## config.mk

```make
export PLATFORM = sky130hd
export DESIGN_NAME = alu_share_arbiter
export DESIGN_NICKNAME = d
export VERILOG_FILES = /design/src/rtl/alu_share_arbiter.sv
export SDC_FILE = /design/constraint.sdc
export NUM_CORES = 1
export LEC_CHECK = 0
export ABC_CLOCK_PERIOD_IN_PS = 3700
export BUFFER_PORTS_ARGS = -buffer_cell sky130_fd_sc_hd__buf_2
export CORE_MARGIN = 2
export CORE_UTILIZATION = 35
export CTS_BUF_LIST = sky130_fd_sc_hd__clkbuf_4 sky130_fd_sc_hd__clkbuf_8
export DETAILED_ROUTE_END_ITERATION = 10
export PLACE_DENSITY_LB_ADDON = 0.08
export SYNTH_ARGS = -nofsm -noshare
export SYNTH_HDL_FRONTEND = slang
export SYNTH_SLANG_ARGS = --single-unit
export TNS_END_PERCENT = 10
```

## constraint.sdc

```tcl
create_clock -name clk -period 3.7 [get_ports clk]
set_input_delay 0.925 -clock clk [delete_from_list [all_inputs] [get_ports clk]]
set_output_delay 0.925 -clock clk [all_outputs]
set_load 0.02 [all_outputs]
```

## src/rtl/alu_share_arbiter.sv

```systemverilog
// Round-robin arbiter sharing one combinational ALU between two requesters; one op in flight.
// Optional overflow trap on add/sub results is enabled by defining ALU_ARB_OVTRAP_EN.
module alu_share_arbiter #(
    parameter int WIDTH = 32
) (
    input  logic             clk,
    input  logic             rst,
    input  logic             req_valid0,
    output logic             req_ready0,
    input  logic [WIDTH-1:0] req_a0,
    input  logic [WIDTH-1:0] req_b0,
    input  logic [2:0]       req_ctr0,
    input  logic             req_valid1,
    output logic             req_ready1,
    input  logic [WIDTH-1:0] req_a1,
    input  logic [WIDTH-1:0] req_b1,
    input  logic [2:0]       req_ctr1,
    output logic [WIDTH-1:0] alu_a,
    output logic [WIDTH-1:0] alu_b,
    output logic [2:0]       alu_ctr,
    input  logic [WIDTH-1:0] alu_result,
    input  logic             alu_overflow,
    input  logic             alu_zero,
    output logic             resp_valid0,
    input  logic             resp_ready0,
    output logic             resp_valid1,
    input  logic             resp_ready1,
    output logic [WIDTH-1:0] resp_data,
    output logic             resp_ovf,
    output logic             resp_zero,
    output logic             resp_err
);

    typedef enum logic [1:0] {IDLE, EXEC, RESP} state_t;

    state_t           state, state_nxt;
    logic             last_grant;
    logic             owner;
    logic [WIDTH-1:0] op_a, op_b;
    logic [2:0]       op_ctr;
    logic [WIDTH-1:0] res_data;
    logic             res_ovf, res_zero, res_err;
    logic             gnt_id;
    logic             accept;
    logic             trap;

    // Tie goes to whichever requester was not granted last.
    always_comb begin
        gnt_id = req_valid1;
        if (req_valid0 && req_valid1)
            gnt_id = ~last_grant;
    end

`ifdef ALU_ARB_OVTRAP_EN
    assign trap = alu_overflow && ((op_ctr == 3'b001) || (op_ctr == 3'b101));
`else
    assign trap = 1'b0;
`endif

    always_comb begin
        state_nxt   = state;
        accept      = 1'b0;
        req_ready0  = 1'b0;
        req_ready1  = 1'b0;
        alu_a       = '0;
        alu_b       = '0;
        alu_ctr     = 3'b000;
        resp_valid0 = 1'b0;
        resp_valid1 = 1'b0;
        case (state)
            IDLE: begin
                // Ready is suppressed while reset is held so every output reads 0.
                if ((req_valid0 || req_valid1) && !rst) begin
                    accept     = 1'b1;
                    req_ready0 = ~gnt_id;
                    req_ready1 = gnt_id;
                    state_nxt  = EXEC;
                end
            end
            EXEC: begin
                alu_a     = op_a;
                alu_b     = op_b;
                alu_ctr   = op_ctr;
                state_nxt = RESP;
            end
            RESP: begin
                resp_valid0 = ~owner;
                resp_valid1 = owner;
                if (owner ? resp_ready1 : resp_ready0)
                    state_nxt = IDLE;
            end
            default: state_nxt = IDLE;
        endcase
    end

    always_ff @(posedge clk or posedge rst) begin
        if (rst) begin
            state      <= IDLE;
            last_grant <= 1'b1;
            owner      <= 1'b0;
        end else begin
            state <= state_nxt;
            if (accept) begin
                owner      <= gnt_id;
                last_grant <= gnt_id;
            end
        end
    end

    always_ff @(posedge clk or posedge rst) begin
        if (rst) begin
            op_a     <= '0;
            op_b     <= '0;
            op_ctr   <= 3'b000;
            res_data <= '0;
            res_ovf  <= 1'b0;
            res_zero <= 1'b0;
            res_err  <= 1'b0;
        end else begin
            if (accept) begin
                op_a   <= gnt_id ? req_a1   : req_a0;
                op_b   <= gnt_id ? req_b1   : req_b0;
                op_ctr <= gnt_id ? req_ctr1 : req_ctr0;
            end
            if (state == EXEC) begin
                res_data <= trap ? '0 : alu_result;
                res_ovf  <= alu_overflow;
                res_zero <= alu_zero;
                res_err  <= trap;
            end
        end
    end

    assign resp_data = res_data;
    assign resp_ovf  = res_ovf;
    assign resp_zero = res_zero;
    assign resp_err  = res_err;

endmodule

```

# Word-level counts from Yosys, hierarchy flattened
# Index checks and enable logic that the tools add are counted.
[totals] ff_bits=105 in_bits=174 output_inout_bits=106 wordCells=41
[op_classes] n_eq_ne=4 muxes=19 bitwise_logic=3 reduce_logical=6
[op_table] op="$mux W32" count=4
[op_table] op="$mux W1" count=10
[op_table] op="$mux W3" count=2
[op_table] op="$pmux W2 S3" count=1
[op_table] op="$mux W2" count=2
[op_table] op="$ne A2 B2 Y1 const B" count=2
[op_table] op="$not A1 Y1" count=3
[op_table] op="$eq A2 B1 Y1 const B" count=1
[op_table] op="$eq A2 B2 Y1 const B" count=1
[op_table] op="$logic_and A1 B1 Y1" count=2
[op_table] op="$logic_not A2 Y1" count=1
[op_table] op="$reduce_and A2 Y1" count=1
[op_table] op="$logic_not A1 Y1" count=1
[op_table] op="$logic_or A1 B1 Y1" count=1

# Longest topological paths before layout
[depth] word_depth=5 ltp_mapped=7 mapped_depth_nobuf=4

# Worst setup path after synthesis
# Ideal clock, no wire load.
[synth_timing] kind="input port to output port" startpoint="input req_valid0" endpoint="output req_ready0" t_arrival_ns=1.818 required_time_ns=2.775 slack_ns=0.957 stages=5 path_buffers=3 path_cell_list="buf_2 > buf_2 > buf_1 > nand3_1 > inv_1"
[synth_between] elab_chain_cells=5 word_cells_on_any_way=7
[synth_lines] item="from (decl)" line_no="8" rtl="input logic req_valid0,"
[synth_lines] item="$logic_and A1 B1 Y1" line_no="50" rtl="if (req_valid0 && req_valid1)"
[synth_lines] item="$mux W1" line_no="50"
[synth_lines] item="$not A1 Y1" line_no="75" rtl="req_ready0 = ~gnt_id;"
[synth_lines] item="$mux W1 *" line_no="73" rtl="if ((req_valid0 || req_valid1) && !rst) begin"
[synth_lines] item="$mux W1 *" line_no="70" rtl="case (state)"
[synth_lines] item="to (decl)" line_no="9" rtl="output logic req_ready0,"
# Mark *: on every way between the ends. The rest lies on a longest branch, timed or not.

# Final worst setup path
[layout_timing] startpoint="input rst" endpoint="output req_ready1"
[layout_between] elab_chain_cells=4
[layout_lines] item="from (decl)" line_no="7" rtl="input logic rst,"
[layout_lines] item="$logic_not A1 Y1 (no source line)"
[layout_lines] item="$logic_and A1 B1 Y1" line_no="73"
[layout_lines] item="$mux W1" line_no="73"
[layout_lines] item="$mux W1" line_no="70"
[layout_lines] item="to (decl)" line_no="14" rtl="output logic req_ready1,"
# No other way between the ends.

==> run_results.csv <==
group,metric,value,unit
clock_tree,clk_pin_slew,0.09,ns
timing,post-route-min-period,2.71,ns
logic_synthesis,syn_area_per_cell,10.9,µm²
placement,dpl-instance-area,6710,µm²
global_routing,grt_max_degree,68,
clock_tree,clk_path_buf_depth,2,
critical_path,end_kind,"primary output",
placement,dp_hpwl,10900,µm
timing,hold_viol,0,
global_routing,grt_pass1_wl,25100,µm
timing,tightest_slew,0.765,ns
logic_synthesis,syn_nets,652,
run_status,outcome,"complete, no violations",
critical_path,critPathRequiredTime,2.77,ns
timing,fin_crit_sh,0.731,
pwr,cellPowerDensity,720,nW/µm²
clock_tree,cts_root_buf,"clkbuf_8",
critical_path,crit_path_start_kind,"input port",
timing,slew_violations,0,
pwr,peakVddDrop,0.234,mV
logic_synthesis,yosysSeqAreaShare,0.504,
critical_path,cp.arrival,1.78,ns
detailed_routing,vias,4681,
global_routing,grt_pass1_vias,4809,
floorplan,ios,280,
detailed_routing,routedWlPerCell,17.2,µm
floorplan,dieArea,15900,µm²
floorplan,initial_utilization,0.359,
clock_tree,cts_resized,0,
floorplan,rows,44,
global_routing,grt_util_all_layers,0.199,
clock_tree,clock_sinks,105,
detailed_routing,wirelength,15800,µm
timing,max-slew-margin-rel,0.488,
logic_synthesis,ys_warn_count,0,
timing,rsz0062_at_grt,"false",
timing,finalSetupViolCount,0,
placement,place_congestion,0.729,
placement,dp_cells,899,
layout,postLayoutCellArea,6950,µm²
clock_tree,insertion_delay,0.38,ns
clock_tree,cts_tree,"done",
placement,port_buffers,278,
logic_synthesis,synthDistinctLibCells,27,
detailed_routing,via_per_inst,5.11,
clock_tree,cts_setup_buffers,0,
clock_tree,htree_num_levels,3,
floorplan,core_area,14500,µm²
detailed_routing,drt_pass1_iterations,5,
layout,finalNonFillerCells,916,
timing,fmax,0.370,GHz
detailed_routing,drc,0,
layout,drive_gt1_frac,0.514,
layout,syn_to_final_growth,33.1,%
critical_path,crit_fanout,3,
critical_path,rrSetupSlack,1.65,ns
global_routing,grt_antenna_before_repair,2,
detailed_routing,drt_iter0_drc,237,
logic_synthesis,syn_inst,478,
clock_tree,cts_buffers,9,
detailed_routing,postRouteAntennaNets,0,
pwr,p_leak,0.00352,µW
floorplan,fp.dieW,126,µm
floorplan,die_h,126,µm
clock_tree,cts_hold_buf,0,
timing,tns,0,ns
layout,fin_nets,900,
global_routing,grt-ovfl-total,0,
min_path,holdCritPathClass,"register to register",
critical_path,crit_type,"input port to primary output",
pwr,fin_total_pwr,5000,µW
timing,skew,0.0144,ns
logic_synthesis,synth_area,5220,µm²
logic_synthesis,synth-seq-cells,105,
run,cap_violations,0,
[worst max-delay path, stage by stage]
cell    delay [ns]
buf_2         0.13
nor3_2        0.27
and3_2        0.28
buf_2         0.17
[cell families (layout without fill, tap and decap cells)]
| logic type | Yosys count | count (layout) | share of synthesized area |
|---|---|---|---|
| buf+inv | 54 | 307 | 0.0518 |
| compound gates | 71 | 71 | 0.134 |
| other cells | 1 | 2 | 0.000719 |
| mux | 35 | 35 | 0.0755 |
| flops | 105 | 105 | 0.504 |
| simple gates | 212 | 212 | 0.234 |
[cell type report]
cell class	instances	area, µm²
Clock buffer	12	159
Tap cell	184	230
Multi-Input combinational cell	319	2340
Fill cell	1448	7590
Antenna cell	1	2.50
Inverter	4	17.5
Timing Repair Buffer	287	1500
Clock inverter	4	73.8
Sequential cell	105	2630
[stage by stage]
stage	util	setup WS (ns)	hold WS, ns
5_1_grt	0.478	0.929	0.533
3_5_place_dp	0.462	0.966	0.490
6_report	0.478	0.995	0.509
3_3_place_gp	0.462	1.00	0.483
2_1_floorplan	-	0.0161	0.471
4_1_cts	0.478	1.00	0.515
[layout by cell type, fill, tap and decap left out]
cell type    n
a21oi_1      1
a221o_1     67
and2_1      67
and2b_2      1
and3_2       1
buf_12       3
buf_2      278
buf_4        6
bufinv_16    2
clkbuf_4     1
clkbuf_8    11
clkinv_2     1
conb_1       1
dfrtp_1    104
dfstp_2      1
diode_2      1
inv_1        3
inv_4        1
inv_6        1
mux2_2      35
nand2_1     68
nand2b_1     2
nand3_1      1
nor2_1       2
nor2b_4      1
nor3_1      37
nor3_2      31
o21a_1       1
o21ai_4      1
o21bai_1     1
or3_2        1
[power breakdown]
group	switching (µW)	internal, µW	leakage, µW
clock network	395	428	0.000120
logic	1230	971	0.00212
registers	282	1700	0.00128
total	1900	3100	0.00352
[flip-flops by register name, indices dropped and copies added (netlist names)]
signal,cells
resp_zero,1
last_grant,1
owner,1
resp_ovf,1
resp_data,32
op_a,32
state,2
op_b,32
op_ctr,3
[worst paths after layout]
path	start	end	cells after the start
setup reg to reg	state[1]	op_a[28]	4
max in group asynchronous	rst	last_grant	3
setup / recovery	rst	req_ready1	4
hold / removal	op_b[19]	op_b[19]	1
hold reg to reg	op_b[19]	op_b[19]	1
min in group asynchronous	rst	resp_data[17]	2
[synthesized netlist by cell type]
cell / instances / area share
nand2_1: 68 / 0.049
clkbuf_1: 27 / 0.019
dfrtp_1: 104 / 0.50
o21bai_1: 1 / 0.0014
nor3_2: 31 / 0.059
nand2b_1: 2 / 0.0024
and3_1: 1 / 0.0012
buf_2: 14 / 0.013
buf_6: 6 / 0.013
nand3_1: 1 / 0.00096
and2b_1: 1 / 0.0014
nor3_1: 37 / 0.035
clkbuf_2: 1 / 0.00096
o21a_1: 1 / 0.0014
a221o_1: 67 / 0.13
dfstp_2: 1 / 0.0050
and2_1: 67 / 0.080
o21ai_2: 1 / 0.0017
a21oi_1: 1 / 0.00096
nor2b_1: 1 / 0.0012
inv_1: 4 / 0.0029
or3_1: 1 / 0.0012
buf_1: 1 / 0.00072
mux2_2: 35 / 0.076
nor2_1: 2 / 0.0014
buf_4: 1 / 0.0014
conb_1: 1 / 0.00072
[routing by layer]
metal,part of all wire,vias to the layer above,global-route usage
li1,-,2210,-
met1,0.42,2261,0.251
met2,0.49,191,0.336
met3,0.072,19,0.0429
met4,0.018,0,0.0705
met5,0,-,0
Note: power is estimated with default switching activity, not from simulation.
